===== config.mk =====
export PLATFORM = sky130hd
export DESIGN_NAME = tmds_hdmi_encoder
export DESIGN_NICKNAME = d
export VERILOG_FILES = /design/src/rtl/tmds_pkg.sv /design/src/rtl/tmds_qm_stage.sv /design/src/rtl/tmds_hdmi_encoder.sv
export SDC_FILE = /design/constraint.sdc
export NUM_CORES = 1
export LEC_CHECK = 0
export BUFFER_PORTS_ARGS = -buffer_cell sky130_fd_sc_hd__buf_2
export CORE_ASPECT_RATIO = 1.4
export CORE_MARGIN = 2
export CORE_UTILIZATION = 60
export DETAILED_ROUTE_END_ITERATION = 7
export GPL_TIMING_DRIVEN = 0
export PLACE_DENSITY = 0.81
export SLEW_MARGIN = 5
export SYNTH_ARGS = -nofsm -noshare
export SYNTH_HDL_FRONTEND = slang
export SYNTH_HIERARCHICAL = 1
export SYNTH_SLANG_ARGS = --single-unit

===== constraint.sdc =====
create_clock -name clkin -period 4.69 [get_ports clkin]
set_clock_uncertainty 0.15 [all_clocks]
set_input_delay 0.2345 -clock clkin [delete_from_list [all_inputs] [get_ports clkin]]
set_output_delay 0.2345 -clock clkin [all_outputs]
set_load 0.05 [all_outputs]

===== src/rtl/tmds_pkg.sv =====
// tmds_pkg: mode encodings, fixed TMDS code tables and popcount helper for the HDMI lane encoder
package tmds_pkg;
  typedef enum logic [1:0] {
    MODE_VIDEO = 2'd0,
    MODE_CTRL  = 2'd1,
    MODE_TERC4 = 2'd2,
    MODE_GUARD = 2'd3
  } mode_t;
  localparam logic [9:0] CTRL_CODE [4] = '{
    10'b1101010100, 10'b0010101011, 10'b0101010100, 10'b1010101011
  };
  localparam logic [9:0] TERC4_CODE [16] = '{
    10'b1010011100, 10'b1001100011, 10'b1011100100, 10'b1011100010,
    10'b0101110001, 10'b0100011110, 10'b0110001110, 10'b0100111100,
    10'b1011001100, 10'b0100111001, 10'b0110011100, 10'b1011000110,
    10'b1010001110, 10'b1001110001, 10'b0101100011, 10'b1011000011
  };
  localparam logic [9:0] GUARD_RB = 10'b1011001100;
  localparam logic [9:0] GUARD_G  = 10'b0100110011;
  function automatic logic [3:0] popcount8(input logic [7:0] v);
    logic [3:0] n;
    n = '0;
    for (int i = 0; i < 8; i++) n = n + {3'b0, v[i]};
    return n;
  endfunction
endpackage


===== src/rtl/tmds_qm_stage.sv =====
// tmds_qm_stage: stage-1 transition-minimised word register with ones/zeros count of q_m[7:0]
//   clk, rst : pixel clock, async active-high reset
//   din      : pixel byte
//   q_m      : registered 9-bit transition-minimised word (bit 8 = 1 for XOR chaining)
//   n1q, n0q : ones/zeros in registered q_m[7:0]
module tmds_qm_stage
  import tmds_pkg::*;
(
  input  logic       clk,
  input  logic       rst,
  input  logic [7:0] din,
  output logic [8:0] q_m,
  output logic [3:0] n1q,
  output logic [3:0] n0q
);
  logic [3:0] n1d;
  logic [3:0] n1q_c;
  logic [8:0] q_c;
  logic       xn;
  always_comb begin
    n1d = popcount8(din);
    xn = n1d > 4'd4 || (n1d == 4'd4 && !din[0]);
    q_c = {~xn, 8'b0};
    q_c[0] = din[0];
    // XNOR chaining is XOR chaining with every step inverted
    for (int i = 1; i < 8; i++) q_c[i] = q_c[i-1] ^ din[i] ^ xn;
    n1q_c = popcount8(q_c[7:0]);
  end
  always_ff @(posedge clk or posedge rst)
    if (rst) begin
      q_m <= '0;
      n1q <= '0;
    end else begin
      q_m <= q_c;
      n1q <= n1q_c;
    end
  assign n0q = 4'd8 - n1q;
endmodule


===== src/rtl/tmds_hdmi_encoder.sv =====
// tmds_hdmi_encoder: one TMDS lane encoder (video 8b/10b, control, TERC4, guard band), 2-cycle latency
//   clkin, rstin   : pixel clock, async active-high reset
//   din, de        : pixel byte and data enable (video when mode 0 and de)
//   c0, c1         : control bits
//   mode           : 0 video/control, 1 forced control, 2 TERC4, 3 guard band
//   aux            : TERC4 nibble
//   dout           : registered 10-bit symbol, bit 0 sent first
module tmds_hdmi_encoder
  import tmds_pkg::*;
#(
  parameter int CHANNEL    = 0,
  parameter int CNT_W      = 5,
  parameter int INVERT_OUT = 0
) (
  input  logic       clkin,
  input  logic       rstin,
  input  logic [7:0] din,
  input  logic       c0,
  input  logic       c1,
  input  logic       de,
  input  logic [1:0] mode,
  input  logic [3:0] aux,
  output logic [9:0] dout
);
  if (CHANNEL < 0 || CHANNEL > 2 || CNT_W < 5) begin : g_bad_param
    $error("tmds_hdmi_encoder: CHANNEL must be 0..2 and CNT_W >= 5");
  end
  localparam logic [9:0] GUARD = CHANNEL == 1 ? GUARD_G : GUARD_RB;
  localparam logic [9:0] INV_MASK = INVERT_OUT != 0 ? '1 : '0;
  localparam logic signed [CNT_W-1:0] TWO = CNT_W'(2);
  localparam logic signed [CNT_W-1:0] ZERO = '0;
  logic [8:0] q_m;
  logic [3:0] n1q, n0q;
  logic [1:0] c_r;
  logic       de_r;
  mode_t      mode_r;
  logic [3:0] aux_r;
  logic signed [CNT_W-1:0] cnt, cnt_nx, d;
  logic       vid, bal, flip;
  logic [9:0] vsym, sym;
  tmds_qm_stage u_qm (
    .clk (clkin),
    .rst (rstin),
    .din (din),
    .q_m (q_m),
    .n1q (n1q),
    .n0q (n0q)
  );
  always_ff @(posedge clkin or posedge rstin)
    if (rstin) begin
      c_r <= '0;
      de_r <= 1'b0;
      mode_r <= MODE_VIDEO;
      aux_r <= '0;
    end else begin
      c_r <= {c1, c0};
      de_r <= de;
      mode_r <= mode_t'(mode);
      aux_r <= aux;
    end
  always_comb begin
    vid = mode_r == MODE_VIDEO && de_r;
    d = $signed(CNT_W'(n1q)) - $signed(CNT_W'(n0q));
    bal = cnt == ZERO || n1q == n0q;
    // invert when the word would push the running disparity further from zero
    flip = (cnt > ZERO && n1q > n0q) || (cnt < ZERO && n0q > n1q);
    vsym = bal ? {~q_m[8], q_m[8], q_m[8] ? q_m[7:0] : ~q_m[7:0]}
               : {flip, q_m[8], flip ? ~q_m[7:0] : q_m[7:0]};
    cnt_nx = !vid ? ZERO
           : bal  ? (q_m[8] ? cnt + d : cnt - d)
           : flip ? cnt - d + (q_m[8] ? TWO : ZERO)
           :        cnt + d - (q_m[8] ? ZERO : TWO);
    sym = mode_r == MODE_TERC4 ? TERC4_CODE[aux_r]
        : mode_r == MODE_GUARD ? GUARD
        : vid ? vsym : CTRL_CODE[c_r];
  end
  always_ff @(posedge clkin or posedge rstin)
    if (rstin) begin
      dout <= '0;
      cnt <= ZERO;
    end else begin
      dout <= sym ^ INV_MASK;
      cnt <= cnt_nx;
    end
endmodule


==> results of run 1 <==
-- critical path, stage by stage --
cell	delay, ns
buf_8	0.10
fa_1	0.56
fa_1	0.47
fa_2	0.38
fa_2	0.54
nor3b_2	0.05
o22ai_2	0.23
clkinv_2	0.13
xnor2_2	0.16
fa_1	0.54
xnor2_1	0.14
ha_1	0.27
fa_2	0.56
ha_4	0.14
inv_2	0.03
fa_1	0.38
xnor2_1	0.13
-- what timing repair did --
action                                  in CTS  in global routing
hold buffers                                11                  0
pin swaps                                    2                  2
resized for setup                            8                  3
endpoints found under the setup margin       3                  3
hold endpoints to repair                    23                  0
setup buffers                                7                  2
-- through the flow --
| step | setup WS [ns] | hold WS [ns] | util |
|---|---|---|---|
| finish | -0.348 | 0.145 | 0.735 |
| global route | -0.438 | 0.158 | 0.735 |
| CTS | -0.281 | 0.120 | 0.729 |
| detailed placement | -0.740 | 0.114 | 0.667 |
| global placement | -0.574 | 0.107 | 0.667 |
| floorplan | -0.288 | -0.0385 | - |
-- registers in the layout, summed over array words and instances, names as in the netlist --
signal    count
u_qm/n1q      4
c_r           2
u_qm/q_m      9
aux_r         4
dout         10
cnt           5
mode_r        2
de_r          1
-- per-layer routing --
metal  GRT usage  part of all wire  up-vias  wire length (um)
met2       0.452              0.56       60              3490
met3      0.0347             0.030       14               184
met4       0.107             0.028        0               177
met5           0                 0        -                 0
met1       0.262              0.38     1099              2370
li1            -                 -     1143                 -
-- logic make-up (layout without fill, tap and decap cells) --
kind of cell,after synthesis,in the layout
compound gates,75,75
simple gates,60,60
xor+xnor,32,32
buf+inv,46,102
mux,5,5
flops,37,37
fa+ha+maj,44,44
-- worst min path at each step --
stage / start / to / slack, ns / cells past startpoint
6_report: din[4] / u_qm/q_m[4] / 0.15 / 2
5_1_grt: din[4] / u_qm/q_m[4] / 0.16 / 2
4_1_cts: din[2] / u_qm/q_m[2] / 0.12 / 3
3_5_place_dp: rstin / u_qm/n1q[1] / 0.11 / 2
3_3_place_gp: rstin / u_qm/n1q[0] / 0.11 / 2
2_1_floorplan: rstin / u_qm/n1q[0] / -0.04 / 1
-- layout make-up --
cell class / instances / share of cell area
Sequential cell: 37 / 0.260
Buffer: 10 / 0.0243
Multi-Input combinational cell: 216 / 0.529
Inverter: 36 / 0.0383
Clock inverter: 3 / 0.0130
Timing Repair Buffer: 48 / 0.0938
Tap cell: 64 / 0.0225
Clock buffer: 5 / 0.0193
-- placed cells by master (no fill, tap or decap), types with 7 or more instances in the layout --
cell and n:
xor2_1 14, nor2_1 16, dlygate4sd3_1 11, nor2b_1 7
nor3_1 7, inv_1 34, dfrtp_1 37, buf_4 10
buf_2 26, fa_1 7, o21ai_0 13, clkbuf_8 8
a211oi_1 11, nand2_1 11, a21oi_1 16, xnor2_1 14
ha_1 33
==> qor_table.md, run 1 <==
| Item | This run | Unit |
|---|---|---|
| Final hold violations | 0 | - |
| Total Routing Usage GR | 0.238 | - |
| Via count of the routed design | 2316 | - |
| Leading cell types by count after synthesis | 37 x dfrtp_1, 35 x inv_1, 34 x ha_1 | - |
| Cell area after placement | 3230 | um^2 |
| Area share of the largest cell type after synthesis | 0.310 | - |
| Startpoint of the worst-slack reg-to-reg timing path | u_qm/n1q[1] | - |
| Final setup vio count | 2 | - |
| Count of buffers inserted at the top-level ports | 28 | - |
| Placed insts | 391 | - |
| Average wire length per cell after detail routing | 14.9 | um |
| Average via count per standard cell | 5.53 | - |
| Slack of the worst reg-to-reg path | 1.00 | ns |
| Classification of the worst setup path | in2reg | - |
| Synthesis Warnings | 6 | - |
| Final cell count without fillers | 419 | - |
| Count of TritonRoute iterations in the first routing pass | 4 | - |
| Sort of element at the end of the critical path | register | - |
| Area share of xor/xnor cells in the synthesized design | 0.108 | - |
| Die height | 87.5 | um |
| Via count of the first global-routing pass | 2358 | - |
| Num Clock Sinks | 37 | - |
| Full die area | 5570 | um^2 |
| Largest area contributor in the netlist | dfrtp_1 | - |
| FF/Latch Area | 926 | um^2 |
| Final Max Slew Viols | 0 | - |
| Die Wd | 63.7 | um |
| TritonCTS clock tree | yes | - |
| Result of the run | finished with violations | - |
| Dominant combinational cell family by area after synthesis | adder cells | - |
| Data arrival time of the worst path | 5.06 | ns |
| Critical path launch point type | primary input | - |
| Setup TNS Final | -0.683 | ns |
| Number of buffers created by CTS | 5 | - |
| Largest cells by area after synthesis | dfrtp_1 31%, ha_1 14%, fa_1 6.7% | - |
| Capture point of the critical path | u_qm/n1q[2] | - |
| NumNets Final | 417 | - |
| Adder-cell area share of the yosys netlist | 0.209 | - |
| Average cell area after synthesis | 10.0 | um^2 |
| Simple-gate area share of the yosys netlist | 0.102 | - |
| F_max | 0.198 | GHz |
| Largest net degree at the start of global routing | 25 | - |
| Root buf cell | clkbuf_8 | - |
| Required @ worst endpoint | 4.71 | ns |
| Clock buffer depth | 2 | - |
| Clock transition at the registers of the reported paths | 0.07 | ns |
| Post-synth EDFFs | 0 | - |
| Launch point of the critical path | din[2] | - |
| Seq/Total Area, Yosys | 0.310 | - |
| Actual transition at the worst max-transition pin | 0.924 | ns |
| Most frequently used cell type in the post-synthesis netlist | dfrtp_1 | - |
| Violated checks | negative setup slack | - |
| Synth Register Bits | 37 | - |
| Number of antenna violations at the first check in global routing | 0 | - |
| Length in cells of the worst reg-to-reg path | 16 | - |
| Initial standard-cell utilization of the core | 0.618 | - |
| Async set-or-reset flop fraction in the synthesized netlist | 1.00 | - |
| Rel. slew slack | 0.383 | - |
| Final design area excluding fillers | 3560 | um^2 |
| First-pass GRT wire length | 10300 | um |
| Max Cap Violations | 0 | - |
| Share of cells above drive strength 1 | 0.214 | - |
| Distinct cells, synth | 59 | - |
| Mux cell area share after synthesis | 0.0172 | - |
| Capture instance of the worst register-to-register path | cnt[4] | - |
| RSZ-0062 raised after global routing | yes | - |
| Final worst slack | -0.348 | ns |
| CTS H-Tree Depth | 2 | - |
| Post-route DRC | 0 | - |
| Time the worst path needs with I/O delays and setup | 5.04 | ns |
| Most instantiated flip-flop cell in the synthesis netlist | dfrtp_1 | - |
| Number of rows created at floorplan | 30 | - |
| Final period utilization | 1.07 | - |
| Worst skew pair latency | 0.29 | ns |
| Count of antenna diodes in the layout | 0 | - |
| Area of the mapped netlist | 2990 | um^2 |
| Class of the tightest hold or removal check | in2reg | - |
| Routability Congestion | 0.868 | - |
| Net Count, Synth | 362 | - |
| Compound-Gate Fraction of Synth Area | 0.179 | - |
| Fill cells | 367 | - |
| Syn-to-layout area delta | 19.0 | % |
| Crit-path max FO | 3 | - |
| Synthesized instance count | 299 | - |
| DRT iter0 DRCs | 138 | - |
| I/O pin count | 29 | - |
| Area of the core | 4840 | um^2 |
| Number of nets still failing antenna checks after routing | 0 | - |
| Total half-perimeter wirelength after legalization and detailed placement | 4740 | um |
| Area of the multi-input gates | 1880 | um^2 |
| Total routed wirelength | 6220 | um |
| GR Overflow Total | 0 | - |
Power of run 1 is left out: the tool's default activity adds up to more than one toggle a clock period on the data nets, which glitch-free logic cannot reach.
==> run 2: changes to the inputs <==
--- a/config.mk
+++ b/config.mk
@@ -8,10 +8,9 @@
 export BUFFER_PORTS_ARGS = -buffer_cell sky130_fd_sc_hd__buf_2
 export CORE_ASPECT_RATIO = 1.4
 export CORE_MARGIN = 2
-export CORE_UTILIZATION = 60
+export CORE_UTILIZATION = 35
 export DETAILED_ROUTE_END_ITERATION = 7
 export GPL_TIMING_DRIVEN = 0
-export PLACE_DENSITY = 0.81
 export SLEW_MARGIN = 5
 export SYNTH_ARGS = -nofsm -noshare
 export SYNTH_HDL_FRONTEND = slang
==> run 2 against run 1 <==
  * The run still ends with negative setup slack left
  * Global-route usage shrank 9.6 points
  * Utilization fell by 30 points
  * Sequential share of layout area down 0.44 points
  * Flip-flop and latch count stayed put
  * Cell area grew 1.7%
  * Critical path depth did not move
  * Die area increased by 67%
  * Final cell count rose by 7.9%
  * Via count shrank 1.9%
  * Maximum frequency is 1.6% higher
  * First-iteration DRC count shrank 20%
  * Critical path type unchanged
  * Critical endpoint is now u_qm/n1q[1]
  * Highest routed layer unchanged
==> qor_table.md, run 2 (synthesized netlist as in run 1, its figures left out) <==
| Item | This run | Unit | Delta |
|---|---|---|---|
| Largest net degree at the start of global routing | 25 | - | unchanged |
| Data arrival time of the worst path | 4.99 | ns | -0.07 ns |
| Placed insts | 429 | - | +9.7% |
| Clock transition at the registers of the reported paths | 0.05 | ns | -0.02 ns |
| Count of buffers inserted at the top-level ports | 28 | - | unchanged |
| Post-Route Hold Slack | 0.105 | ns | -0.0405 ns |
| Number of nets still failing antenna checks after routing | 0 | - | unchanged |
| Final cell count without fillers | 452 | - | +7.9% |
| Register containing the most flip-flops in the final layout | dout | - |  |
| Class of the tightest hold or removal check | in2reg | - |  |
| Total half-perimeter wirelength after legalization and detailed placement | 4920 | um | +3.7% |
| Number of antenna violations at the first check in global routing | 0 | - | unchanged |
| Syn-to-layout area delta | 21.1 | % |  |
| Result of the run | finished with violations | - |  |
| Die Wd | 82.1 | um | +29% |
| Top delay family on crit path | adder cells | - |  |
| Fill cells | 805 | - | +120% |
| Largest registers | dout (10), u_qm/q_m (9), cnt (5) | - |  |
| RSZ-0062 raised after global routing | yes | - |  |
| Number of buffers and inverters on the critical path | 4 | - | +1 |
| I/O pin count | 29 | - | unchanged |
| Final period utilization | 1.06 | - | -0.0164 |
| Required @ worst endpoint | 4.72 | ns | about the same |
| Cell seen most often among critical-path stages | fa_1 | - |  |
| Final setup vio count | 2 | - | unchanged |
| Number of rows created at floorplan | 39 | - | +30% |
| Slowest-stage cell, CP | fa_1 | - |  |
| Number of buffers created by CTS | 5 | - | unchanged |
| Final hold violations | 0 | - | unchanged |
| Max Cap Violations | 0 | - | unchanged |
| Commonest cells after routing, fill and taps aside | 37 x dfrtp_1, 33 x inv_1, 33 x ha_1 | - |  |
| Via count of the routed design | 2273 | - | -1.9% |
| Initial standard-cell utilization of the core | 0.363 | - | -0.255 |
| Via count of the first global-routing pass | 2232 | - | -5.3% |
| Rel. slew slack | 0.353 | - | -0.0305 |
| Actual transition at the worst max-transition pin | 0.970 | ns | +0.0456 ns |
| Layout Utilization | 0.439 | - | -0.296 |
| Die height | 113 | um | +30% |
| TritonCTS clock tree | yes | - |  |
| Final design area excluding fillers | 3620 | um^2 | +1.7% |
| F_max | 0.202 | GHz | +1.6% |
| Num Clock Sinks | 37 | - | unchanged |
| Share of cells above drive strength 1 | 0.209 | - | -0.00551 |
| GR Overflow Total | 0 | - | unchanged |
| Count of antenna diodes in the layout | 0 | - | unchanged |
| Cell area after placement | 3280 | um^2 | +1.5% |
| Final Max Slew Viols | 0 | - | unchanged |
| Most common library cell in the layout ignoring fill and taps | dfrtp_1 | - |  |
| Routability Congestion | 0.884 | - | +1.9% |
| Sort of element at the end of the critical path | register | - |  |
| Average wire length per cell after detail routing | 13.8 | um | -6.8% |
| Area of the multi-input gates | 1880 | um^2 | -0.13% |
| Classification of the worst setup path | in2reg | - |  |
| FF/Latch Area | 926 | um^2 | unchanged |
| Violated checks | negative setup slack | - |  |
| CTS H-Tree Depth | 2 | - | unchanged |
| Final worst slack | -0.271 | ns | +0.0770 ns |
| First-pass GRT wire length | 10300 | um | +0.14% |
| Average via count per standard cell | 5.03 | - | -9.0% |
| Root buf cell | clkbuf_16 | - |  |
| Clock buffer depth | 2 | - | unchanged |
| Critical path launch point type | primary input | - |  |
| DRT iter0 DRCs | 110 | - | -20% |
| Total Routing Usage GR | 0.143 | - | -0.0956 |
| Total routed wirelength | 6260 | um | +0.50% |
| Crit-path cells | buf_8 -> fa_1 -> fa_1 -> fa_2 -> fa_2 -> nor3b_2 -> o22ai_2 -> clkinv_2 -> xnor2_2 -> fa_1 -> xnor2_2 -> ha_1 -> fa_1 -> ha_2 -> inv_2 -> fa_2 -> inv_2 | - |  |
| Area of the core | 8250 | um^2 | +70% |
| Worst stage delay on the critical path | 0.56 | ns | about the same |
| Crit-path max FO | 3 | - | unchanged |
| Number of flip-flops under the largest register name | 10 | - | unchanged |
| Count of TritonRoute iterations in the first routing pass | 4 | - | unchanged |
| Time the worst path needs with I/O delays and setup | 4.96 | ns | -0.0770 ns |
| NumNets Final | 412 | - | -1.2% |
| Worst skew pair latency | 0.28 | ns | about the same |
| Full die area | 9310 | um^2 | +67% |
| Post-route DRC | 0 | - | unchanged |
-- run 2: cell count changes in the layout (fill, tap and decap cells not counted) --
cell / change
buf_4: -5
clkbuf_16: +5
clkbuf_8: -5
clkinv_2: +1
clkinv_4: -1
clkinvlp_4: -1
ha_2: +1
ha_4: -1
inv_1: -1
inv_2: +1
inv_6: +1
xnor2_1: -1
xnor2_2: +1
-- run 2: per-layer routing --
| layer | up-vias | part of all wire | global-route usage |
|---|---|---|---|
| li1 | 1138 | - | - |
| met2 | 44 | 0.52 | 0.247 |
| met3 | 4 | 0.025 | 0.0190 |
| met5 | - | 0 | 0 |
| met4 | 0 | 0.015 | 0.0467 |
| met1 | 1087 | 0.44 | 0.181 |
-- run 2: per-stage QoR --
step                      worst slack [ns]  setup TNS, ns
after floorplan                     -0.288         -0.575
after global placement              -0.596          -1.58
after detailed placement            -0.692          -1.98
after CTS                           -0.271         -0.542
after global routing                -0.407         -0.791
final                               -0.271         -0.456
-- run 2: tightest hold or removal path: cells and delay by family --
family	cells	cell delay, ns
XOR/XNOR	1	0.08
buffers and inverters	2	0.17
-- run 2: path summary, 6_finish.rpt --
kind	startpoint	to	slack, ns	depth (start not counted)
min in group asynchronous	rstin	u_qm/q_m[7]	0.36	3
min reg2reg	u_qm/q_m[0]	dout[0]	0.42	2
min	din[2]	u_qm/q_m[2]	0.10	3
max	din[2]	u_qm/n1q[1]	-0.27	17
max in group asynchronous	rstin	aux_r[2]	3.21	3
max reg2reg	u_qm/n1q[1]	cnt[4]	0.85	13
-- run 2: layout make-up --
cell class                 count  area share
tap                          102      0.0352
timing repair buffer          43      0.0819
sequential                    37       0.256
clock inverter                 3      0.0121
multi-input combinational    216       0.519
buffer                        10      0.0238
clock buffer                   5      0.0346
inverter                      36      0.0377
-- run 2: what timing repair did --
item / 4_1_cts / 5_1_grt
hold buffers: 11 / 0
pin swaps: 1 / 3
endpoints found under the setup margin: 3 / 3
endpoints found under the hold margin: 23 / 0
buffers inserted: 2 / 2
resized for setup: 0 / 12
Power of run 2 is left out for the same reason.
==> run 3: changes to the inputs <==
--- a/config.mk
+++ b/config.mk
@@ -11,6 +11,7 @@
 export CORE_UTILIZATION = 35
 export DETAILED_ROUTE_END_ITERATION = 7
 export GPL_TIMING_DRIVEN = 0
+export PLACE_DENSITY_LB_ADDON = 0.25
 export SLEW_MARGIN = 5
 export SYNTH_ARGS = -nofsm -noshare
 export SYNTH_HDL_FRONTEND = slang
==> run 3 against run 2 <==
  * Global-route usage rose by 0.18 points
  * Count of clock-buffer cells in the layout did not move
  * Flip-flop and latch count did not move
  * Final cell count rose by 0.88%
  * The run still ends with negative setup slack left
  * Wire length fell by 1.4%
  * Critical endpoint is now u_qm/n1q[2]
  * Worst hold slack improved by 0.0052 ns
  * Critical path depth did not move
==> qor_table.md, run 3 (synthesized netlist as in run 1, its figures left out) <==
| Item | This run | Unit | Delta |
|---|---|---|---|
| Total Routing Usage GR | 0.145 | - | +0.00184 |
| Final setup vio count | 2 | - | unchanged |
| Sort of element at the end of the critical path | register | - |  |
| Register containing the most flip-flops in the final layout | dout | - |  |
| Via count of the first global-routing pass | 2246 | - | +0.63% |
| RSZ-0062 raised after global routing | yes | - |  |
| Required @ worst endpoint | 4.71 | ns | about the same |
| Fill cells | 796 | - | -1.1% |
| Number of flip-flops under the largest register name | 10 | - | unchanged |
| Post-route DRC | 0 | - | unchanged |
| GR Overflow Total | 0 | - | unchanged |
| Number of nets still failing antenna checks after routing | 0 | - | unchanged |
| Class of the tightest hold or removal check | in2reg | - |  |
| Via count of the routed design | 2236 | - | -1.6% |
| Initial standard-cell utilization of the core | 0.363 | - | unchanged |
| Worst Hold Path EP | u_qm/q_m[2] | - |  |
| Routability Congestion | 0.879 | - | -0.55% |
| Crit-path max FO | 3 | - | unchanged |
| Total half-perimeter wirelength after legalization and detailed placement | 4920 | um | about the same |
| Average wire length per cell after detail routing | 13.5 | um | -2.3% |
| Critical path launch point type | primary input | - |  |
| Max Cap Violations | 0 | - | unchanged |
| Hold wc startpoint | din[2] | - |  |
| Classification of the worst setup path | in2reg | - |  |
| Number of antenna violations at the first check in global routing | 0 | - | unchanged |
| Count of antenna diodes in the layout | 0 | - | unchanged |
| Syn-to-layout area delta | 22.0 | % |  |
| Final Max Slew Viols | 0 | - | unchanged |
| Full die area | 9310 | um^2 | unchanged |
| I/O pin count | 29 | - | unchanged |
| Commonest cells after routing, fill and taps aside | 37 x dfrtp_1, 34 x inv_1, 32 x ha_1 | - |  |
| CTS H-Tree Depth | 2 | - | unchanged |
| TritonCTS clock tree | yes | - |  |
| Clock buffer depth | 2 | - | unchanged |
| Rel. slew slack | 0.386 | - | +0.0334 |
| Capture instance of the worst register-to-register path | cnt[4] | - |  |
| Clock transition at the registers of the reported paths | 0.05 | ns | about the same |
| Count of TritonRoute iterations in the first routing pass | 4 | - | unchanged |
| Data arrival time of the worst path | 4.95 | ns | -0.04 ns |
| Minimum setup slack after placement | -0.702 | ns | -0.00961 ns |
| Final worst slack | -0.238 | ns | +0.0328 ns |
| Count of buffers inserted at the top-level ports | 28 | - | unchanged |
| Hold path cells | 3 | - | unchanged |
| Slack of the worst reg-to-reg path | 0.79 | ns | -0.06 ns |
| Largest net degree at the start of global routing | 25 | - | unchanged |
| DRT iter0 DRCs | 118 | - | +7.3% |
| Die Wd | 82.1 | um | unchanged |
| Area of the multi-input gates | 1880 | um^2 | -0.13% |
| Area of the core | 8250 | um^2 | unchanged |
| Number of rows created at floorplan | 39 | - | unchanged |
| Startpoint of the worst-slack reg-to-reg timing path | u_qm/n1q[1] | - |  |
| Average via count per standard cell | 4.90 | - | -2.5% |
| Time the worst path needs with I/O delays and setup | 4.93 | ns | -0.0328 ns |
| Actual transition at the worst max-transition pin | 0.920 | ns | -0.0501 ns |
| Length in cells of the worst reg-to-reg path | 12 | - | -1 |
| Largest registers | dout (10), u_qm/q_m (9), cnt (5) | - |  |
| Num Clock Sinks | 37 | - | unchanged |
| Share of cells above drive strength 1 | 0.212 | - | +0.00329 |
| FF/Latch Area | 926 | um^2 | unchanged |
| NumNets Final | 416 | - | +0.97% |
| Total routed wirelength | 6170 | um | -1.4% |
| Most common library cell in the layout ignoring fill and taps | dfrtp_1 | - |  |
| Final hold violations | 0 | - | unchanged |
| Violated checks | negative setup slack | - |  |
| First-pass GRT wire length | 10400 | um | +0.80% |
| F_max | 0.203 | GHz | +0.67% |
| Result of the run | finished with violations | - |  |
| Die height | 113 | um | unchanged |
| Worst skew pair latency | 0.28 | ns | about the same |
| Final period utilization | 1.05 | - | -0.00699 |
| Root buf cell | clkbuf_16 | - |  |
| Post-Route Hold Slack | 0.110 | ns | +0.00517 ns |
| Number of buffers created by CTS | 5 | - | unchanged |
run 3: changes by cell type in the layout (fill, tap and decap cells not counted):
| cell | change |
|---|---|
| inv_1 | +1 |
| fa_1 | +2 |
| buf_4 | +4 |
| fa_2 | -2 |
| inv_2 | -1 |
| ha_1 | -1 |
| ha_2 | +1 |
run 3: how the worst max path moves through the flow:
stage	end	slack, ns	from
after floorplan	u_qm/n1q[2]	-0.29	din[2]
after global placement	u_qm/n1q[1]	-0.61	din[2]
after detailed placement	u_qm/n1q[2]	-0.70	din[2]
after CTS	u_qm/n1q[2]	-0.22	din[2]
after global routing	u_qm/n1q[1]	-0.39	din[2]
final	u_qm/n1q[2]	-0.24	din[2]
run 3: cell type report:
class,instances,share of cell area
Multi-Input combinational cell,216,0.514
Sequential cell,37,0.254
Timing Repair Buffer,47,0.0895
Inverter,36,0.0374
Tap cell,102,0.0350
Clock buffer,5,0.0343
Buffer,10,0.0237
Clock inverter,3,0.0120
run 3: per-layer routing:
layer	vias to the layer above	track usage	part of all wire
met5	-	0	0
met4	0	0.0522	0.020
met3	9	0.0166	0.022
met2	29	0.259	0.53
met1	1050	0.174	0.42
li1	1148	-	-
run 3: per-stage QoR:
step           area (um^2)  cells  setup TNS, ns  utilization
6_report              3650    456         -0.469        0.442
3_3_place_gp          3280    429          -1.66        0.397
3_5_place_dp          3280    429          -2.00        0.397
4_1_cts               3620    455         -0.436        0.440
2_1_floorplan         3010    299         -0.575            -
5_1_grt               3650    456         -0.873        0.442
run 3: what timing repair did:
item,4_1_cts,5_1_grt
buffers inserted,7,1
pin swaps,1,1
endpoints found under the hold margin,23,0
gates cloned,0,0
gates resized for setup,6,4
setup endpoints to repair,3,3
hold buffers,11,0
run 3: critical path, stage by stage:
cell      delay [ns]
buf_8           0.10
fa_1            0.55
fa_1            0.44
fa_2            0.37
fa_1            0.50
nor3b_2         0.05
o22ai_2         0.26
clkinv_2        0.14
xnor2_2         0.19
fa_1            0.47
xnor2_1         0.18
ha_1            0.26
fa_1            0.49
ha_2            0.19
inv_2           0.04
fa_1            0.37
xnor2_1         0.13
Power of run 3 is left out for the same reason.
